## src/rtl/nibble_serial_adder_ctrl_pkg.sv

```systemverilog
`default_nettype none
// ============================================================================
// Module      : nibble_serial_adder_ctrl_pkg
// Description : Shared state encodings and sizing helper for the nibble adder.
// Revision    : 1.0 - initial release
// ============================================================================
package nibble_serial_adder_ctrl_pkg;

    typedef enum logic [1:0] {
        S_IDLE = 2'd0,
        S_RUN  = 2'd1,
        S_DONE = 2'd2
    } state_t;

    // Nibble index width; a single-nibble operand still needs a 1-bit index.
    function automatic int nib_idx_w(input int nib);
        return (nib <= 1) ? 1 : $clog2(nib);
    endfunction

endpackage
`default_nettype wire

```

## src/rtl/nibble_serial_adder_ctrl_if.sv

```systemverilog
`default_nettype none
// ============================================================================
// Module      : nibble_serial_adder_ctrl_if
// Description : Command/result handshake bundle between requester and adder.
// Revision    : 1.0 - initial release
// ============================================================================
interface nibble_serial_adder_ctrl_if #(
    parameter int WIDTH = 16
);
    logic             start_valid;
    logic             start_ready;
    logic [WIDTH-1:0] a_in;
    logic [WIDTH-1:0] b_in;
    logic             cin;
    logic             sub;
    logic             result_valid;
    logic             result_ready;
    logic [WIDTH-1:0] sum;
    logic             cout;
    logic             ovf;
    logic             busy;

    modport master (
        output start_valid, a_in, b_in, cin, sub, result_ready,
        input  start_ready, result_valid, sum, cout, ovf, busy
    );

    modport slave (
        input  start_valid, a_in, b_in, cin, sub, result_ready,
        output start_ready, result_valid, sum, cout, ovf, busy
    );
endinterface
`default_nettype wire

```

## src/rtl/nibble_serial_adder_ctrl_bitfouradder.sv

```systemverilog
`default_nettype none
// ============================================================================
// Module      : bitfouradder
// Description : 4-bit ripple-carry adder slice shared across all nibbles.
// Revision    : 1.0 - initial release
// ============================================================================
module bitfouradder (
    input  wire logic [3:0] a_i,
    input  wire logic [3:0] b_i,
    input  wire logic       ci_i,
    output logic      [3:0] s_o,
    output logic            co_o
);
    logic [4:0] carry_w;

    assign carry_w[0] = ci_i;

    for (genvar g = 0; g < 4; g++) begin : g_bit
        assign s_o[g]         = a_i[g] ^ b_i[g] ^ carry_w[g];
        assign carry_w[g + 1] = (a_i[g] & b_i[g]) | (carry_w[g] & (a_i[g] ^ b_i[g]));
    end

    assign co_o = carry_w[4];
endmodule
`default_nettype wire

```

## src/rtl/nibble_serial_adder_ctrl.sv

```systemverilog
`default_nettype none
// ============================================================================
// Module      : nibble_serial_adder_ctrl
// Description : Multi-cycle WIDTH-bit add/sub, one nibble per clock, LSB first.
// Revision    : 1.0 - initial release
// ============================================================================
module nibble_serial_adder_ctrl
    import nibble_serial_adder_ctrl_pkg::*;
#(
    parameter int WIDTH = 16
) (
    input  wire logic                 clk,
    input  wire logic                 rst,
    nibble_serial_adder_ctrl_if.slave bus
);
    localparam int                 NIB      = WIDTH / 4;
    localparam int                 IDX_W    = nib_idx_w(NIB);
    localparam logic [IDX_W-1:0]   LAST_IDX = IDX_W'(NIB - 1);

    if ((WIDTH < 4) || ((WIDTH % 4) != 0)) begin : g_width_check
        $error("nibble_serial_adder_ctrl: WIDTH must be a multiple of 4 and >= 4");
    end

    state_t             state_q;
    logic [WIDTH-1:0]   a_q;
    logic [WIDTH-1:0]   b_q;
    logic               carry_q;
    logic [IDX_W-1:0]   idx_q;
    logic [WIDTH-1:0]   sum_q;
    logic               cout_q;
    logic               ovf_q;

    logic [3:0]         a_nib;
    logic [3:0]         b_nib;
    logic [3:0]         s_nib;
    logic               co_nib;

    assign a_nib = a_q[{idx_q, 2'b00} +: 4];
    assign b_nib = b_q[{idx_q, 2'b00} +: 4];

    bitfouradder u_slice (
        .a_i  (a_nib),
        .b_i  (b_nib),
        .ci_i (carry_q),
        .s_o  (s_nib),
        .co_o (co_nib)
    );

    // b_q holds the effective (possibly inverted) operand so RUN never looks at sub.
    always_ff @(posedge clk) begin
        if (rst) begin
            state_q <= S_IDLE;
            a_q     <= '0;
            b_q     <= '0;
            carry_q <= 1'b0;
            idx_q   <= '0;
            sum_q   <= '0;
            cout_q  <= 1'b0;
            ovf_q   <= 1'b0;
        end else begin
            case (state_q)
                S_IDLE: begin
                    if (bus.start_valid) begin
                        a_q     <= bus.a_in;
                        b_q     <= bus.sub ? ~bus.b_in : bus.b_in;
                        carry_q <= bus.sub ? ~bus.cin  : bus.cin;
                        idx_q   <= '0;
                        state_q <= S_RUN;
                    end
                end
                S_RUN: begin
                    sum_q[{idx_q, 2'b00} +: 4] <= s_nib;
                    carry_q                    <= co_nib;
                    idx_q                      <= idx_q + 1'b1;
                    if (idx_q == LAST_IDX) begin
                        cout_q  <= co_nib;
                        ovf_q   <= (a_nib[3] == b_nib[3]) & (s_nib[3] != a_nib[3]);
                        idx_q   <= '0;
                        state_q <= S_DONE;
                    end
                end
                S_DONE: begin
                    if (bus.result_ready) begin
                        state_q <= S_IDLE;
                    end
                end
                default: state_q <= S_IDLE;
            endcase
        end
    end

    assign bus.start_ready  = (state_q == S_IDLE);
    assign bus.result_valid = (state_q == S_DONE);
    assign bus.busy         = (state_q != S_IDLE);
    assign bus.sum          = sum_q;
    assign bus.cout         = cout_q;
    assign bus.ovf          = ovf_q;
endmodule
`default_nettype wire

```

## src/flat_wrapper.sv

```systemverilog
// flat-port wrapper written by rule: the top's interface ports become plain ports
module nibble_serial_adder_ctrl_flat import nibble_serial_adder_ctrl_pkg::*;
#(
    parameter int WIDTH = 16
)
  (clk, rst, bus_start_valid, bus_a_in, bus_b_in, bus_cin, bus_sub, bus_result_ready, bus_start_ready, bus_result_valid, bus_sum, bus_cout, bus_ovf, bus_busy);
  nibble_serial_adder_ctrl_if #(.WIDTH(WIDTH)) bus_i ();
  input  wire logic clk;
  input  wire logic rst;
  input wire logic [$bits(bus_i.start_valid)-1:0] bus_start_valid;
  input wire logic [$bits(bus_i.a_in)-1:0] bus_a_in;
  input wire logic [$bits(bus_i.b_in)-1:0] bus_b_in;
  input wire logic [$bits(bus_i.cin)-1:0] bus_cin;
  input wire logic [$bits(bus_i.sub)-1:0] bus_sub;
  input wire logic [$bits(bus_i.result_ready)-1:0] bus_result_ready;
  output wire logic [$bits(bus_i.start_ready)-1:0] bus_start_ready;
  output wire logic [$bits(bus_i.result_valid)-1:0] bus_result_valid;
  output wire logic [$bits(bus_i.sum)-1:0] bus_sum;
  output wire logic [$bits(bus_i.cout)-1:0] bus_cout;
  output wire logic [$bits(bus_i.ovf)-1:0] bus_ovf;
  output wire logic [$bits(bus_i.busy)-1:0] bus_busy;
  assign bus_i.start_valid = bus_start_valid;
  assign bus_i.a_in = bus_a_in;
  assign bus_i.b_in = bus_b_in;
  assign bus_i.cin = bus_cin;
  assign bus_i.sub = bus_sub;
  assign bus_i.result_ready = bus_result_ready;
  assign bus_start_ready = bus_i.start_ready;
  assign bus_result_valid = bus_i.result_valid;
  assign bus_sum = bus_i.sum;
  assign bus_cout = bus_i.cout;
  assign bus_ovf = bus_i.ovf;
  assign bus_busy = bus_i.busy;
  nibble_serial_adder_ctrl #(.WIDTH(WIDTH)) u_core (.clk(clk), .rst(rst), .bus(bus_i));
endmodule
```

## config.mk

```make
export PLATFORM = sky130hd
export DESIGN_NAME = nibble_serial_adder_ctrl_flat
export DESIGN_NICKNAME = d
export VERILOG_FILES = /design/src/rtl/nibble_serial_adder_ctrl_pkg.sv /design/src/rtl/nibble_serial_adder_ctrl_if.sv /design/src/rtl/nibble_serial_adder_ctrl_bitfouradder.sv /design/src/rtl/nibble_serial_adder_ctrl.sv /design/src/flat_wrapper.sv
export SDC_FILE = /design/constraint.sdc
export NUM_CORES = 1
export LEC_CHECK = 0
export CORE_ASPECT_RATIO = 0.8
export CORE_MARGIN = 5
export CORE_UTILIZATION = 49
export CTS_CLUSTER_SIZE = 12
export DETAILED_ROUTE_END_ITERATION = 10
export PLACE_DENSITY_LB_ADDON = 0.12
export SLEW_MARGIN = 20
export SYNTH_ARGS = -nofsm -noshare
export SYNTH_HDL_FRONTEND = slang
export SYNTH_SLANG_ARGS = --single-unit
```

## constraint.sdc

```tcl
create_clock -name clk -period 4.6 [get_ports clk]
set_clock_uncertainty 0.1 [all_clocks]
set_input_delay 0.69 -clock clk [delete_from_list [all_inputs] [get_ports clk]]
set_output_delay 0.69 -clock clk [all_outputs]
set_load 0.05 [all_outputs]
```

==> results of run 1 <==
==> cell families (layout without fill, tap and decap cells) <==
group                      after synthesis  after routing  synth area share
and+or+nand+nor                         94             94             0.164
AOI/OAI and AO/OA                       57             57             0.151
DFF                                     55             55             0.440
buffers and inverters                   22             70            0.0425
xor gates and xnor gates                18             18            0.0630
adders and majority gates               11             11            0.0670
muxes                                    8              8            0.0720
==> layout make-up <==
| class | instances | area (um2) | share of cell area |
|---|---|---|---|
| Inverter | 3 | 11.3 | 0.00356 |
| Clock inverter | 1 | 5.00 | 0.00158 |
| Multi-Input combinational cell | 188 | 1300 | 0.410 |
| Sequential cell | 55 | 1100 | 0.348 |
| Clock buffer | 6 | 82.6 | 0.0261 |
| Timing Repair Buffer | 60 | 591 | 0.187 |
| Tap cell | 62 | 77.6 | 0.0245 |
==> worst min-delay path by stage <==
| stage | startpoint | to | slack, ps | cells after the start |
|---|---|---|---|---|
| floorplan | u_core.a_q[10]$_SDFFE_PP0P_ | u_core.a_q[10]$_SDFFE_PP0P_ | 330 | 2 |
| global placement | u_core.a_q[0]$_SDFFE_PP0P_ | u_core.a_q[0]$_SDFFE_PP0P_ | 340 | 2 |
| detailed placement | u_core.a_q[4]$_SDFFE_PP0P_ | u_core.a_q[4]$_SDFFE_PP0P_ | 350 | 2 |
| CTS | u_core.a_q[4]$_SDFFE_PP0P_ | u_core.a_q[4]$_SDFFE_PP0P_ | 360 | 2 |
| global route | u_core.a_q[4]$_SDFFE_PP0P_ | u_core.a_q[4]$_SDFFE_PP0P_ | 380 | 2 |
| finish | u_core.a_q[9]$_SDFFE_PP0P_ | u_core.a_q[9]$_SDFFE_PP0P_ | 360 | 2 |
==> state kept, by name (all words and copies together) (netlist names) <==
register / count
u_core.state_q: 2
u_core.bus.ovf: 1
u_core.a_q: 16
u_core.bus.cout: 1
u_core.b_q: 16
u_core.bus.sum: 16
u_core.carry_q: 1
u_core.idx_q: 2
==> power groups by stage <==
| stage | sequential [uW] | combinational (uW) | clock, uW |
|---|---|---|---|
| 2_1_floorplan | 531 | 125 | 0 |
| 3_3_place_gp | 531 | 190 | 0 |
| 3_5_place_dp | 531 | 191 | 0 |
| 4_1_cts | 520 | 192 | 272 |
| 5_1_grt | 524 | 209 | 293 |
| 6_report | 520 | 190 | 263 |
==> stage by stage <==
stage                     instances  total power, uW  cell area (um2)  hold slack, ps
after global routing            375             1030             3160             379
after CTS                       375              984             3160             359
after global placement          368              721             3080             344
after detailed placement        368              723             3080             346
final                           375              974             3160             358
after floorplan                 265              656             2500             333
==> placed cells by master (no fill, tap or decap), types with 2 or more instances in the layout <==
| cell type | instances |
|---|---|
| dfxtp_1 | 55 |
| nor2b_1 | 3 |
| nand2_1 | 41 |
| a21oi_1 | 20 |
| fa_1 | 4 |
| xnor2_1 | 17 |
| ha_1 | 7 |
| mux4_2 | 8 |
| clkdlybuf4s50_1 | 57 |
| and4_1 | 2 |
| buf_4 | 2 |
| a22oi_1 | 18 |
| a211oi_1 | 16 |
| inv_1 | 3 |
| clkbuf_8 | 6 |
| nor2_1 | 38 |
==> worst max-delay path, delay by kind of cell (launching register included) <==
kind                       cells  cell delay (ps)
AOI/OAI and AO/OA              1              110
xor gates and xnor gates       1               90
adders and majority gates      4             1850
DFF                            1              580
muxes                          1              570
and+or+nand+nor                1              300
==> routing by layer <==
metal / part of all wire / vias up
li1: - / 1004
met2: 0.45 / 38
met1: 0.49 / 914
met3: 0.052 / 4
met4: 0.0071 / 0
met5: 0 / -
==> run metrics, run 1 <==
Slew @ Worst Pin=971 ps; GRT met1 Usage=0.215; CTS resizes=0; met3 GRT Util=0.0536; crit path capture=u_core.bus.ovf$_SDFFE_PP0P_; Max-Cap Viols=0; post-synthesis sequential area ratio=0.440; Worst path slowest cell=fa_1; # IOs=59; number of synthesized flops with an enable pin=0; Yosys reg bits=55; largest cells by area after synthesis=dfxtp_1 44%, mux4_2 7.2%, nand2_1 6.1%, xnor2_1 5.9%, nor2_1 5.7%; Vias/cell=5.23; clock buffer count from CTS=5; CTS Root Cell=clkbuf_8; Hold Buf Count CTS=0; fillers=443; post-synth net total=314; final hold vios=0; Clock transition at path regs=90 ps; post-route minimum period=3700 ps; P_sw=261 uW; CTS max path bufs=2; Fmax=0.270 GHz; input/output buffers=58; GPL Wtd Cong=0.734; PwrDens=308 nW/um2; Gate Count Post-Synth=265; Critical Path RT=4720 ps; crit-path max FO=7; run status=complete, no violations; largest net degree at the start of global routing=56; final worst slack=900 ps; most frequent cell after synthesis=dfxtp_1; Die W=89.9 um; Nets=362; worst r2r src=u_core.idx_q[0]$_SDFFE_PP0P_; top cell type by total area after synthesis=dfxtp_1; clk sink count=55; vias in the first global route=1898; TritonCTS clock tree=done; maximum vdd ir drop=0.000189 V; Synth cell types=30; WS Path Type=flip-flop to flip-flop; layout cell share with drive strength beyond 1=0.0671; Setup crit start=u_core.idx_q[0]$_SDFFE_PP0P_; Lkg Pwr=0.00115 uW; first-pass GRT wire length=8780 um; ys async rst share=0; r2r endpoint=u_core.bus.ovf$_SDFFE_PP0P_; drt pass-1 iters=4; DR DRC count=0; CP Cell Sequence=mux4_2 > fa_1 > fa_1 > fa_1 > fa_1 > xnor2_1 > or3_1 > a21oi_1; top cells by count, synth=55 x dfxtp_1, 41 x nand2_1, 38 x nor2_1, 20 x a21oi_1, 18 x a22oi_1; CP Launch Type=flip-flop; antenna violations before repair=0; Die ar.=6650 um2; Post-DP HPWL=3820 um; drt initial violations=105; via count=1960; slowest stage delay, CP=630 ps; worst hold path class=flip-flop to flip-flop; grt peak-use layer=met2; final setup violation count=0; crit-path most repeated cell=fa_1; core area=4980 um2; Syn Std Cell Area=2500 um2; Place WS=907 ps; per-cell routed wire length=13.9 um; die outline height=73.9 um; Initial Util=0.503; Critical Path AT=3820 ps; Sw Ratio=0.268; Pint=713 uW; Util after Layout=0.636; CP Capture Type=flip-flop; setup TNS=0 ps; combinational share of power=0.195; number of diodes=0; worst reg-to-reg path cell count=8; Most used DFF post-synth=dfxtp_1; Post-Route WL=5200 um; Setup Fix Bufs, Post-CTS=0; r2r setup slk=900 ps; Final Cycle Share=0.804; Slew headroom=0.353; num rows=23; H-tree levels=2; syn_area_per_cell=9.45 um2; Post-DRT Antenna Nets=0; Synth Warn #=0; remaining global-route overflow=0; met2 usage=0.261; RSZ-0062 raised after global routing=false; Sequential Power Share=0.534; Max Slew Vio Count=0; total track usage=0.162; clock latency on the worst-skew pair=290 ps; post-synth top area share=0.440; clock power share=0.271; synth-to-layout area growth=26.4%
Power figures use the tool's default switching activity.
==> run 2, diff against run 1 <==
--- a/config.mk
+++ b/config.mk
@@ -7,7 +7,7 @@
 export LEC_CHECK = 0
 export CORE_ASPECT_RATIO = 0.8
 export CORE_MARGIN = 5
-export CORE_UTILIZATION = 49
+export CORE_UTILIZATION = 45
 export CTS_CLUSTER_SIZE = 12
 export DETAILED_ROUTE_END_ITERATION = 10
 export PLACE_DENSITY_LB_ADDON = 0.12
==> constraint.sdc (replaced) <==
create_clock -name clk -period 3.21 [get_ports clk]
set_clock_uncertainty 0.1 [all_clocks]
set_input_delay 0.4815 -clock clk [delete_from_list [all_inputs] [get_ports clk]]
set_output_delay 0.4815 -clock clk [all_outputs]
set_load 0.05 [all_outputs]
==> run 2 against run 1 <==
Clock power up 37%; via count grew 1.6%; critical endpoint unchanged; critical path depth stayed put.
==> run metrics, run 2 (synthesis gave the netlist of run 1 again) <==
run status=complete, no violations; combinational share of power=0.207 (+0.012); per-cell routed wire length=13.4 um (-3.2%); input/output buffers=58 (unchanged); RSZ-0062 raised after global routing=true; Sequential Power Share=0.534 (about the same); total track usage=0.153 (-0.00852); PwrDens=431 nW/um2 (+40%); Nets=367 (+1.4%); Sw Ratio=0.274 (+0.00643); DR DRC count=0 (unchanged); synth-to-layout area growth=29.0%; Post-DP HPWL=4040 um (+5.7%); worst reg-to-reg path cell count=8 (unchanged); Die W=93.4 um (+3.9%); Worst Hold Path Cells=2 (unchanged); Pint=1010 uW (+42%); clk sink count=55 (unchanged); GPL Wtd Cong=0.771 (+5.1%); placed insts=388 (+5.4%); # IOs=59 (unchanged); drt pass-1 iters=4 (unchanged); clock power share=0.260 (-0.011); Critical Path RT=3340 ps (-1380 ps); hold wc startpoint=u_core.bus.cout$_SDFFE_PP0P_; num rows=24 (+4.3%); worst r2r src=u_core.idx_q[0]$_SDFFE_PP0P_; clock latency on the worst-skew pair=300 ps (about the same); WS Path Type=flip-flop to flip-flop; Post-DRT Antenna Nets=0 (unchanged); Initial Util=0.461 (-0.0423); remaining global-route overflow=0 (unchanged); CP Capture Type=flip-flop; Endpoint, Worst Hold=u_core.bus.cout$_SDFFE_PP0P_; first-pass GRT wire length=8960 um (+2.0%); CTS Root Cell=clkbuf_8; worst hold path class=flip-flop to flip-flop; TritonCTS clock tree=done; CTS max path bufs=2 (unchanged); final total power=1390 uW (+43%); Util after Layout=0.594 (-0.0414); Max Slew Vio Count=0 (unchanged); largest net degree at the start of global routing=56 (unchanged); number of diodes=0 (unchanged); Lkg Pwr=0.00117 uW (+1.9%); r2r endpoint=u_core.bus.ovf$_SDFFE_PP0P_; final setup violation count=0 (unchanged); final hold vios=0 (unchanged); via count=1991 (+1.6%); Hold Buf Count CTS=0 (unchanged); Slew headroom=0.345 (-0.00754); H-tree levels=2 (unchanged); r2r setup slk=40 ps (-860 ps); Max-Cap Viols=0 (unchanged); final non-filler cell area=3230 um2 (+2.1%); clock buffer count from CTS=5 (unchanged); most common cell after layout, fill and taps aside=clkdlybuf4s50_1; hold_ws=358 ps (+0.259 ps); antenna violations before repair=0 (unchanged); P_sw=382 uW (+46%); post-route minimum period=3170 ps (-528 ps); Die ar.=7160 um2 (+7.8%); vias in the first global route=1895 (-0.16%); core area=5440 um2 (+9.2%); Slew @ Worst Pin=982 ps (+11.3 ps); Critical Path AT=3300 ps (-520 ps); Final Cycle Share=0.988 (+0.184); Fmax=0.315 GHz (+17%); DP Area=3140 um2 (+2.0%); die outline height=76.7 um (+3.8%); layout cell share with drive strength beyond 1=0.0972 (+0.0301); Vias/cell=5.02 (-4.0%); drt initial violations=50 (-52%); maximum vdd ir drop=0.000201 V (+6.3%); commonest non-fill, non-tap cells in the layout=57 x clkdlybuf4s50_1, 54 x dfxtp_1, 41 x nand2_1; Post-Route WL=5330 um (+2.5%); post-route insts no fill=397 (+5.9%); crit-path max FO=4 (-3); Clock transition at path regs=90 ps (about the same); CP Launch Type=flip-flop
[run 2: cell count changes in the layout (fill, tap and decap cells not counted), sizes merged]
cell	before	now
buf	3	8
clkbuf	6	5
clkinv	1	3
[run 2: power by group through the flow]
stage / Sequential, uW / Combinational [uW] / Clock [uW]
2_1_floorplan: 761 / 183 / 0
3_3_place_gp: 758 / 284 / 0
3_5_place_dp: 760 / 288 / 0
4_1_cts: 743 / 290 / 373
5_1_grt: 748 / 318 / 398
6_report: 743 / 288 / 361
[run 2: critical path, cell delays in order (launching register included)]
cell	delay, ps
dfxtp_4	380
mux4_2	510
fa_2	370
fa_2	360
fa_2	350
fa_1	470
xnor2_1	130
or3_1	300
a21oi_1	110
[run 2: worst max path at each step]
stage	start	end	slack, ps	depth (start not counted)
finish	u_core.idx_q[0]$_SDFFE_PP0P_	u_core.bus.ovf$_SDFFE_PP0P_	40	8
global placement	u_core.idx_q[0]$_SDFFE_PP0P_	u_core.bus.ovf$_SDFFE_PP0P_	30	8
detailed placement	u_core.idx_q[0]$_SDFFE_PP0P_	u_core.bus.ovf$_SDFFE_PP0P_	30	8
floorplan	u_core.idx_q[0]$_SDFFE_PP0P_	u_core.bus.ovf$_SDFFE_PP0P_	-110	9
global route	u_core.idx_q[0]$_SDFFE_PP0P_	u_core.bus.ovf$_SDFFE_PP0P_	-60	8
CTS	u_core.idx_q[0]$_SDFFE_PP0P_	u_core.bus.ovf$_SDFFE_PP0P_	30	8
[run 2: routing by layer]
metal	GRT usage	vias to the layer above	share of wire
met5	0	-	0
met4	0.0351	0	0.0073
met3	0.0352	5	0.041
met2	0.254	36	0.48
met1	0.203	931	0.47
li1	-	1019	-
[run 2: repair_timing]
action | in CTS | in global routing
buffers inserted | 0 | 1
pin swaps | 1 | 0
gates resized for setup | 0 | 0
endpoints found under the setup margin | 1 | 1
[run 2: area by class of cell]
class | instances | area (um2)
inverter | 3 | 11.3
clock inverter | 3 | 15.0
sequential | 55 | 1100
fill | 505 | 2210
tap | 78 | 97.6
clock buffer | 5 | 68.8
timing repair buffer | 65 | 628
multi-input combinational | 188 | 1300
[run 2: stage by stage]
step / setup TNS, ps / worst slack [ps]
2_1_floorplan: -109 / -109
3_3_place_gp: 0 / 34.3
3_5_place_dp: 0 / 25.2
4_1_cts: 0 / 27.4
5_1_grt: -63.0 / -63.0
6_report: 0 / 38.2
==> run 3, diff against run 2 <==
--- a/config.mk
+++ b/config.mk
@@ -10,7 +10,7 @@
 export CORE_UTILIZATION = 45
 export CTS_CLUSTER_SIZE = 12
 export DETAILED_ROUTE_END_ITERATION = 10
-export PLACE_DENSITY_LB_ADDON = 0.12
+export PLACE_DENSITY_LB_ADDON = 0.25
 export SLEW_MARGIN = 20
 export SYNTH_ARGS = -nofsm -noshare
 export SYNTH_HDL_FRONTEND = slang
==> run 3 against run 2 <==
Cell area increased by 1.4%; via count unchanged; non-clock buffer count unchanged; worst setup slack got worse by 44 ps; cell count unchanged; die area unchanged; maximum frequency decreased by 1.4%; register-to-register slack got worse by 40 ps; critical path depth unchanged; the flow now finishes with violations (setup timing); global-route usage increased by 1.2 points.
==> run metrics, run 3 (synthesis gave the netlist of run 1 again) <==
final hold vios=0 (unchanged); Fmax=0.311 GHz (-1.4%); post-route minimum period=3220 ps (+43.5 ps); drt pass-1 iters=4 (unchanged); antenna violations before repair=0 (unchanged); Critical Path RT=3350 ps (about the same); Hold Buf Count CTS=0 (unchanged); run status=finished, violations left; Critical Path AT=3360 ps (+60 ps); input/output buffers=58 (unchanged); clock buffer count from CTS=5 (unchanged); clock latency on the worst-skew pair=310 ps (about the same); total track usage=0.165 (+0.0115); largest net degree at the start of global routing=56 (unchanged); first-pass GRT wire length=9520 um (+6.2%); hold_ws=364 ps (+5.26 ps); Post-DRT Antenna Nets=0 (unchanged); CP Capture Type=flip-flop; placed insts=388 (unchanged); num rows=24 (unchanged); Final Cycle Share=1.00 (+0.0136); via count=1991 (unchanged); post-route insts no fill=397 (unchanged); vias in the first global route=2035 (+7.4%); setup TNS=-5.30 ps (-5.30 ps); failing checks=setup timing; Vias/cell=5.02 (unchanged); Slew @ Worst Pin=972 ps (-9.89 ps); final setup violation count=1 (+1); DR DRC count=0 (unchanged); Clock transition at path regs=100 ps (about the same); CP Launch Type=flip-flop; Slew headroom=0.352 (+0.00660); PwrDens=461 nW/um2 (+6.9%); final worst slack=-5.30 ps (-43.5 ps); # IOs=59 (unchanged); per-cell routed wire length=14.0 um (+4.6%); Util after Layout=0.602 (+0.00829); WS Path Type=flip-flop to flip-flop; Max-Cap Viols=0 (unchanged); remaining global-route overflow=0 (unchanged); Post-Route WL=5580 um (+4.6%); layout cell share with drive strength beyond 1=0.103 (+0.00627); H-tree levels=2 (unchanged); worst hold path class=flip-flop to flip-flop; RSZ-0062 raised after global routing=true; drt initial violations=84 (+68%); number of diodes=0 (unchanged); CTS max path bufs=2 (unchanged); Lkg Pwr=0.00118 uW (+1.2%); crit-path max FO=4 (unchanged); maximum vdd ir drop=0.000236 V (+18%); clk sink count=55 (unchanged); CTS Root Cell=clkbuf_8; die outline height=76.7 um (unchanged); Initial Util=0.461 (unchanged); Die W=93.4 um (unchanged); commonest non-fill, non-tap cells in the layout=57 x clkdlybuf4s50_1, 54 x dfxtp_1, 41 x nand2_1; Die ar.=7160 um2 (unchanged); TritonCTS clock tree=done; GPL Wtd Cong=0.776 (+0.53%); most common cell after layout, fill and taps aside=clkdlybuf4s50_1; synth-to-layout area growth=30.8%; core area=5440 um2 (unchanged); Post-DP HPWL=4100 um (+1.5%); Max Slew Vio Count=0 (unchanged); Nets=367 (unchanged)
run 3: critical path, stage by stage, from the launching register on:
cell	delay (ps)
dfxtp_4	390
mux4_2	520
fa_2	370
fa_2	350
fa_2	350
fa_1	480
xnor2_1	150
or3_1	310
a21oi_1	120
run 3: power breakdown:
group          switching (uW)  leakage (uW)  total [uW]  internal (uW)
clock network             222     0.0000612         475            253
logic                     149      0.000669         291            142
registers                24.2      0.000451         744            720
run 3: path summary, 6_finish.rpt:
| check | start | to | slack (ps) | cells past startpoint |
|---|---|---|---|---|
| hold reg to reg | u_core.a_q[7]$_SDFFE_PP0P_ | u_core.a_q[7]$_SDFFE_PP0P_ | 360 | 2 |
| setup reg to reg | u_core.idx_q[0]$_SDFFE_PP0P_ | u_core.bus.ovf$_SDFFE_PP0P_ | -5 | 8 |
| hold / removal | u_core.a_q[7]$_SDFFE_PP0P_ | u_core.a_q[7]$_SDFFE_PP0P_ | 360 | 2 |
| setup / recovery | u_core.idx_q[0]$_SDFFE_PP0P_ | u_core.bus.ovf$_SDFFE_PP0P_ | -5 | 8 |
run 3: final cells by class:
| cell class | instances | area [um2] |
|---|---|---|
| Fill cell | 478 | 2160 |
| Multi-Input combinational cell | 188 | 1320 |
| Sequential cell | 55 | 1100 |
| Timing Repair Buffer | 65 | 628 |
| Tap cell | 78 | 97.6 |
| Clock buffer | 6 | 82.6 |
| Clock inverter | 2 | 35.0 |
| Inverter | 3 | 11.3 |
run 3: repair_timing:
item | 4_1_cts | 5_1_grt
resized for setup | 0 | 2
endpoints found under the setup margin | 1 | 5
setup buffers | 0 | 1
pin swaps | 1 | 0
run 3: per-stage QoR:
step / worst slack (ps) / cell area (um2) / total power, uW
after floorplan: -109 / 2520 / 944
after CTS: -14.4 / 3260 / 1520
after detailed placement: -13.7 / 3140 / 1050
after global placement: 30.4 / 3140 / 1040
final: -5.30 / 3270 / 1510
after global routing: -122 / 3270 / 1580
run 3: per-layer routing:
metal	GRT usage	up-vias	wire length, um
met5	0	-	0
met3	0.0352	7	268
li1	-	1018	-
met4	0.0439	0	57
met2	0.263	54	2650
met1	0.227	912	2600
